--- config.mk ---
export PLATFORM = sky130hd
export DESIGN_NAME = cfgext_request_master
export DESIGN_NICKNAME = d
export VERILOG_FILES = /design/src/rtl/cfgext_request_master.sv
export SDC_FILE = /design/constraint.sdc
export NUM_CORES = 1
export LEC_CHECK = 0
export ABC_AREA = 1
export ABC_CLOCK_PERIOD_IN_PS = 11200
export CAP_MARGIN = 20
export CELL_PAD_IN_SITES_DETAIL_PLACEMENT = 1
export CELL_PAD_IN_SITES_GLOBAL_PLACEMENT = 1
export CORE_ASPECT_RATIO = 1.5
export CORE_MARGIN = 2
export CORE_UTILIZATION = 45
export CTS_BUF_LIST = sky130_fd_sc_hd__clkbuf_8 sky130_fd_sc_hd__clkbuf_16
export DETAILED_ROUTE_END_ITERATION = 10
export DONT_BUFFER_PORTS = 1
export MAX_ROUTING_LAYER = met4
export PLACE_DENSITY = 0.73
export SYNTH_ARGS = -nofsm -noshare
export SYNTH_HDL_FRONTEND = slang
export SYNTH_SLANG_ARGS = --single-unit
export TNS_END_PERCENT = 20
--- constraint.sdc ---
create_clock -name clk -period 11.2 [get_ports clk]
set_input_delay 2.24 -clock clk [delete_from_list [all_inputs] [get_ports clk]]
set_output_delay 2.24 -clock clk [all_outputs]
set_load 0.02 [all_outputs]
--- src/rtl/cfgext_request_master.sv ---
// cfgext_request_master: takes decoded CfgRd0/CfgWr0 requests, issues one
// cfg_ext strobe to the config shadow, waits for read data with a timeout,
// and returns one completion descriptor per request over valid/ready.
module cfgext_request_master #(
    parameter int unsigned TIMEOUT_CYCLES = 16,
    parameter int unsigned TIMEOUT_CNT_W  = 16
) (
    input  logic                     clk,
    input  logic                     rst,
    input  logic                     req_valid,
    output logic                     req_ready,
    input  logic                     req_is_write,
    input  logic [9:0]               req_register_number,
    input  logic [3:0]               req_function_number,
    input  logic [31:0]              req_write_data,
    input  logic [3:0]               req_byte_enable,
    input  logic [7:0]               req_tag,
    input  logic [15:0]              req_requester_id,
    output logic                     cfg_ext_read_received,
    output logic                     cfg_ext_write_received,
    output logic [9:0]               cfg_ext_register_number,
    output logic [3:0]               cfg_ext_function_number,
    output logic [31:0]              cfg_ext_write_data,
    output logic [3:0]               cfg_ext_write_byte_enable,
    input  logic [31:0]              cfg_ext_read_data,
    input  logic                     cfg_ext_read_data_valid,
    output logic                     cpl_valid,
    input  logic                     cpl_ready,
    output logic                     cpl_has_data,
    output logic [2:0]               cpl_status,
    output logic [31:0]              cpl_data,
    output logic [7:0]               cpl_tag,
    output logic [15:0]              cpl_requester_id,
    output logic [6:0]               cpl_lower_addr,
    output logic [TIMEOUT_CNT_W-1:0] timeout_count
);

    localparam int unsigned TMR_W     = 8;
    localparam logic [2:0]  ST_SC     = 3'b000;
    localparam logic [2:0]  ST_UR     = 3'b001;
    localparam logic [TMR_W-1:0] TMR_LAST = TMR_W'(TIMEOUT_CYCLES - 1);

    typedef enum logic [1:0] {
        S_IDLE    = 2'd0,
        S_ISSUE   = 2'd1,
        S_WAIT_RD = 2'd2,
        S_CPL     = 2'd3
    } state_t;

    state_t            r_state;
    state_t            w_next;
    logic              r_is_write;
    logic [TMR_W-1:0]  r_timer;

    logic              w_accept;
    logic              w_bad_func;
    logic              w_rd_ok;
    logic              w_timeout;
    logic              w_cpl_enter;
    logic              w_has_data;
    logic [2:0]        w_status;
    logic [31:0]       w_cpl_data;

    // State register
    always_ff @(posedge clk or posedge rst) begin
        if (rst) begin
            r_state <= S_IDLE;
        end else begin
            r_state <= w_next;
        end
    end

    // Next-state logic
    always_comb begin
        w_next = r_state;
        case (r_state)
            S_IDLE: begin
                if (req_valid && req_ready) begin
                    w_next = (req_function_number != 4'h0) ? S_CPL : S_ISSUE;
                end
            end
            S_ISSUE: begin
                w_next = r_is_write ? S_CPL : S_WAIT_RD;
            end
            S_WAIT_RD: begin
                if (cfg_ext_read_data_valid || (r_timer == TMR_LAST)) begin
                    w_next = S_CPL;
                end
            end
            S_CPL: begin
                if (cpl_ready) begin
                    w_next = S_IDLE;
                end
            end
            default: w_next = S_IDLE;
        endcase
    end

    // Output decode: next values for the registered completion fields
    always_comb begin
        w_accept    = (r_state == S_IDLE) && req_valid && req_ready;
        w_bad_func  = w_accept && (req_function_number != 4'h0);
        w_rd_ok     = (r_state == S_WAIT_RD) && cfg_ext_read_data_valid;
        w_timeout   = (r_state == S_WAIT_RD) && !cfg_ext_read_data_valid
                      && (r_timer == TMR_LAST);
        w_cpl_enter = (w_next == S_CPL) && (r_state != S_CPL);
        w_has_data  = w_rd_ok;
        w_status    = (w_bad_func || w_timeout) ? ST_UR : ST_SC;
        w_cpl_data  = w_rd_ok ? cfg_ext_read_data : 32'h0;
    end

    // Registered outputs, captured request and read timer
    always_ff @(posedge clk or posedge rst) begin
        if (rst) begin
            req_ready                 <= 1'b1;
            r_is_write                <= 1'b0;
            r_timer                   <= '0;
            cfg_ext_read_received     <= 1'b0;
            cfg_ext_write_received    <= 1'b0;
            cfg_ext_register_number   <= '0;
            cfg_ext_function_number   <= '0;
            cfg_ext_write_data        <= '0;
            cfg_ext_write_byte_enable <= '0;
            cpl_valid                 <= 1'b0;
            cpl_has_data              <= 1'b0;
            cpl_status                <= '0;
            cpl_data                  <= '0;
            cpl_tag                   <= '0;
            cpl_requester_id          <= '0;
            cpl_lower_addr            <= '0;
            timeout_count             <= '0;
        end else begin
            req_ready              <= (w_next == S_IDLE);
            cpl_valid              <= (w_next == S_CPL);
            cfg_ext_read_received  <= w_accept && !w_bad_func && !req_is_write;
            cfg_ext_write_received <= w_accept && !w_bad_func && req_is_write;

            if (w_accept) begin
                r_is_write       <= req_is_write;
                cpl_tag          <= req_tag;
                cpl_requester_id <= req_requester_id;
                cpl_lower_addr   <= {req_register_number[4:0], 2'b00};
                if (!w_bad_func) begin
                    cfg_ext_register_number   <= req_register_number;
                    cfg_ext_function_number   <= req_function_number;
                    cfg_ext_write_data        <= req_write_data;
                    cfg_ext_write_byte_enable <= req_byte_enable;
                end
            end

            if (r_state == S_ISSUE) begin
                r_timer <= '0;
            end else if (r_state == S_WAIT_RD) begin
                r_timer <= r_timer + TMR_W'(1);
            end

            if (w_cpl_enter) begin
                cpl_has_data <= w_has_data;
                cpl_status   <= w_status;
                cpl_data     <= w_cpl_data;
            end

            if (w_timeout && (timeout_count != '1)) begin
                timeout_count <= timeout_count + TIMEOUT_CNT_W'(1);
            end
        end
    end

endmodule

Yosys cells after proc, flatten, opt, wreduce, memory -nomap -nowiden

Cells that the tools add are included.

Flip-flop bits (word level): 146

Eq/ne operators: 7
Bitwise operators: 1
$add $sub $neg: 2
Muxes and demuxes: 10
Reduce and logical (&&, ||, !) cells: 22

Operators by type and width:

| operator              | number |
|---|---|
| $mux 32               | 1 |
| $add 16x1->16 const B | 1 |
| $mux 8                | 2 |
| $ne 16x16->1 const B  | 1 |
| $logic_and 1x1->1     | 12 |
| $add 8x1->8 const B   | 1 |
| $eq 8x4->1 const B    | 1 |
| $mux 2                | 4 |
| $pmux 2 s4            | 1 |
| $eq 2x2->1 const B    | 3 |
| $logic_not 2->1       | 2 |
| $reduce_bool 4->1     | 1 |
| $logic_not 1->1       | 3 |
| $eq 2x1->1 const B    | 1 |
| $logic_or 1x1->1      | 2 |
| $mux 1                | 2 |
| $ne 2x2->1 const B    | 1 |
| $reduce_and 2->1      | 1 |
| $reduce_bool 2->1     | 1 |
| $not 1->1             | 1 |

Longest topological paths before layout

Depth in word-level cells: 7
Depth in mapped cells: 11
Depth with buffers taken out: 11

Worst setup path after synthesis

Ideal clock, no wire load.

Path kind: input-to-reg
Start point: input req_function_number[3]
End point: register cfg_ext_register_number[0]
Stages on the path: 5
Setup slack: 7902 ps
Data required time: 11075 ps
Path buffers: 1
Arrival: 3173 ps
Cells stage by stage: nor2_1 > nand2_1 > nor2_1 > buf_2 > mux2_2

Word-level cells in the longest chain between the ends: 4

Ends and longest elaborated chain:

| what                       | line | source |
|---|---|---|
| from (decl)                | 14   | `input logic [3:0] req_function_number,` |
| $reduce_bool 4->1          | 102  | `w_bad_func = w_accept && (req_function_number != 4'h0);` |
| $logic_and 1x1->1          | 102  |  |
| $not 1->1 (no line)        | -    |  |
| $reduce_and 2->1 (no line) | -    |  |
| to (signal assigned)       | 144  | `cfg_ext_register_number <= req_register_number;` |
| to (decl)                  | 21   | `output logic [9:0] cfg_ext_register_number,` |

Every way passes these cells.
A chain may end at the register's enable or synchronous reset.

Final worst setup path

Start point: input req_valid
End point: register cpl_data[30]

Word-level cells in the longest chain between the ends: 5

Ends and longest elaborated chain:

| what                 | line | source |
|---|---|---|
| from (decl)          | 10   | `input logic req_valid,` |
| $logic_and 1x1->1    | 78   | `if (req_valid && req_ready) begin` |
| $mux 2               | 78   |  |
| $pmux 2 s4           | 76   | `case (r_state)` |
| via w_next[1]        | 51   | `state_t w_next;` |
| $eq 2x2->1           | 106  | `w_cpl_enter = (w_next == S_CPL) && (r_state != S_CPL);` |
| $logic_and 1x1->1    | 106  |  |
| to (signal assigned) | 160  | `cpl_data <= w_cpl_data;` |
| to (decl)            | 31   | `output logic [31:0] cpl_data,` |

The timed path passes the listed nets, and every way through them passes these cells.

==> flow_metrics.tcl <==
set metrics [dict create \
    grt_max_degree 81 \
    clock_sinks 144 \
    cp_cell_sequence "nand2_1 -> nor2_4 -> nand2_2 -> nand3_2 -> nand4_2 -> nand2_1 -> nand2_1" \
    dp_hpwl_mm 10.9 \
    p_sw_uw 793 \
    synth-simple-area-share 0.241 \
    ys.flop_type "dfrtp_1" \
    holdBufCountCts 0 \
    postSynthAreaPerCell_um2 9.26 \
    yosys_register_bits 144 \
    routed_wirelength_mm 15.5 \
    ys_seq_area_frac 0.570 \
    drt_iter0_markers 134 \
    synth-edff-count 0 \
    firstDrtPassIters 5 \
    dieArea_um2 15000 \
    finalHoldViolCount 0 \
    ir_drop_mv 0.134 \
    nFillCells 1582 \
    slowest_delay_ns 0.71 \
    cts_tree "done" \
    synth_compound_area_frac 0.0176 \
    portBuffers 0 \
    drv_slew 0 \
    internal-power_mw 1.14 \
    critical_path_class "in2reg" \
    ys_async_sr_fraction 1.00 \
    place_area_um2 6400 \
    cts.path.max_buffers 2 \
    clock_skew_ns 0.0179 \
    cap_violations 0 \
    drive_above_1_share 0.143 \
    crit_start "req_valid" \
    die_w_um 101 \
    clk_pin_slew_ns 0.06 \
    synth_cells 683 \
    io_pins 249 \
    via_per_inst 5.28 \
    status "finished clean" \
    required_ns 11.49 \
    drc 0 \
    area_growth_pct 11.1 \
    nets 796 \
    cts_setup_buffers 0 \
    clkPwrFrac 0.297 \
    combPwrFrac 0.206 \
    rsz0062_at_grt "no" \
    cts_root_buf "clkbuf_16" \
    cts-resized-gates 0 \
    initial_core_util 0.456 \
    crit_fanout 34 \
    finalSetupViolCount 0 \
    end_kind "flip-flop" \
    synthMuxAreaShare 0.0819 \
    ys_warn_count 0 \
    wl_per_cell_um 18.1 \
    synth_area_leaders "dfrtp_1 (57%), nand2_1 (14%), mux2_2 (7.8%)" \
    vias 4522 \
    p_leak_nw 3.76 \
    grtUsageTotal 0.214 \
    grt_pass1_wl_mm 24.6 \
    gp_congestion 0.819 \
    ant_nets 0 \
    num_antenna_cells 0 \
    fp-row-count 53 \
    synthAdderAreaFrac 0.0119 \
    synth_top_area_share 0.566 \
    fin_total_pwr_mw 1.93 \
    hold_path_startpoint "r_timer[0]" \
    layoutNonFillerInstCount 856 \
    hold_class "reg2reg" \
    r2r_start "r_state[0]" \
    core_area_um2 13900 \
    syn_area_um2 6330 \
    cp-start-kind "input port" \
    cts_buffers 17 \
    fmaxAchievable_ghz 0.248 \
    clk_latency_ns 0.42 \
    timing.final.ws_setup_ns 7.16 \
    synth_xor_area_frac 0.0125 \
    h-tree-depth 4 \
    power.density_nw_per_um2 275 \
    p_seq_frac 0.498 \
    min_period_ns 4.04 \
    cp.arrival_ns 4.33 \
    synth_largest_area_cell "dfrtp_1" \
    place_inst 823 \
    dieHeight_um 149 \
    synth_top_family_by_area "simple AND/OR/NAND/NOR gates" \
    slew_headroom 0.296 \
    cp_slowest_cell "nand4_2" \
    gr-total-overflow 0 \
    grt_pass1_vias 4933 \
    fin_tns_setup_ns 0 \
    tightest_slew_ns 1.05 \
    crit_top_cell "nand2_1" \
    antenna_found_initial 0 \
    final_area_um2 7030 \
    synth_cell_types 33 \
    place_ws_ns 6.61 \
    switching_share 0.410 \
    period_share 0.360 \
]
[stage by stage]
stage          hold slack, ns   util
2_1_floorplan           0.449      -
3_3_place_gp            0.494  0.462
3_5_place_dp            0.489  0.462
4_1_cts                 0.507  0.505
5_1_grt                 0.541  0.507
6_report                0.524  0.507
[final cells by class]
| class | instances | area [µm²] | share of cell area |
|---|---|---|---|
| flip-flops and latches | 144 | 3600 | 0.513 |
| clock inverters | 15 | 174 | 0.0248 |
| clock buffers | 17 | 425 | 0.0606 |
| repair buffers | 3 | 42.5 | 0.00606 |
| multi-input cells | 448 | 2330 | 0.331 |
| well taps | 165 | 206 | 0.0294 |
| inverters | 64 | 245 | 0.0349 |
[cell usage after synthesis, drive strengths merged, types with 5 or more instances]
master and n:
nand3 46, clkbuf 11, nand2 232, xnor2 5, o21ai 14, mux2 46
inv 63, ha 6, nor2 74, nor3 5, dfrtp 143, buf 19
[per-layer routing]
| metal | GRT usage | vias to the layer above | part of all wire |
|---|---|---|---|
| li1 | - | 2103 | - |
| met1 | 0.230 | 2220 | 0.38 |
| met2 | 0.376 | 186 | 0.53 |
| met3 | 0.0614 | 13 | 0.077 |
| met4 | 0.0726 | 0 | 0.011 |
| met5 | - | - | 0 |
[state kept, by name, summed over array words and instances (netlist names), 2 cells and up]
signal / flops
cfg_ext_function_number: 4
cfg_ext_register_number: 10
cfg_ext_write_byte_enable: 4
cfg_ext_write_data: 32
cpl_data: 32
cpl_lower_addr: 5
cpl_requester_id: 16
cpl_tag: 8
r_state: 2
r_timer: 8
timeout_count: 16
[layout by cell type, fill, tap and decap left out, types with 5 or more instances in the layout]
cell         n
nand2_1    230
dfrtp_1    143
nor2_1      71
inv_1       60
mux2_2      44
nand3_1     42
clkbuf_16   17
o21ai_0      9
ha_1         6
xnor2_1      5
o21ai_2      5
inv_6        5
[critical path: cells and delay by family]
kind	cells	cell delay (ns)
AND/OR/NAND/NOR	7	2.08
[kinds of logic after synthesis]
kind of cell / after synthesis
and+or+nand+nor: 365
adders and majority gates: 6
buffers and inverters: 94
xor gates and xnor gates: 9
AOI/OAI and AO/OA: 18
muxes: 46
DFF: 144
other: 1
[worst paths after layout]
kind	endpoint	slack [ns]	cells past startpoint
min reg2reg	r_timer[0]	0.52	1
max in group asynchronous	cpl_tag[6]	7.99	2
max reg2reg	cpl_data[30]	8.18	9
max	cpl_data[30]	7.16	7
min	r_timer[0]	0.52	1
min in group asynchronous	timeout_count[9]	1.76	1
[power by group through the flow]
stage | combinational, mW | sequential (mW) | clock (mW)
after floorplan | 0.341 | 0.922 | 0
after global placement | 0.368 | 0.968 | 0
after CTS | 0.400 | 0.965 | 0.588
after detailed placement | 0.400 | 0.970 | 0
after global routing | 0.452 | 0.980 | 0.615
final | 0.397 | 0.962 | 0.573
Note: power is estimated with default switching activity, not from simulation.
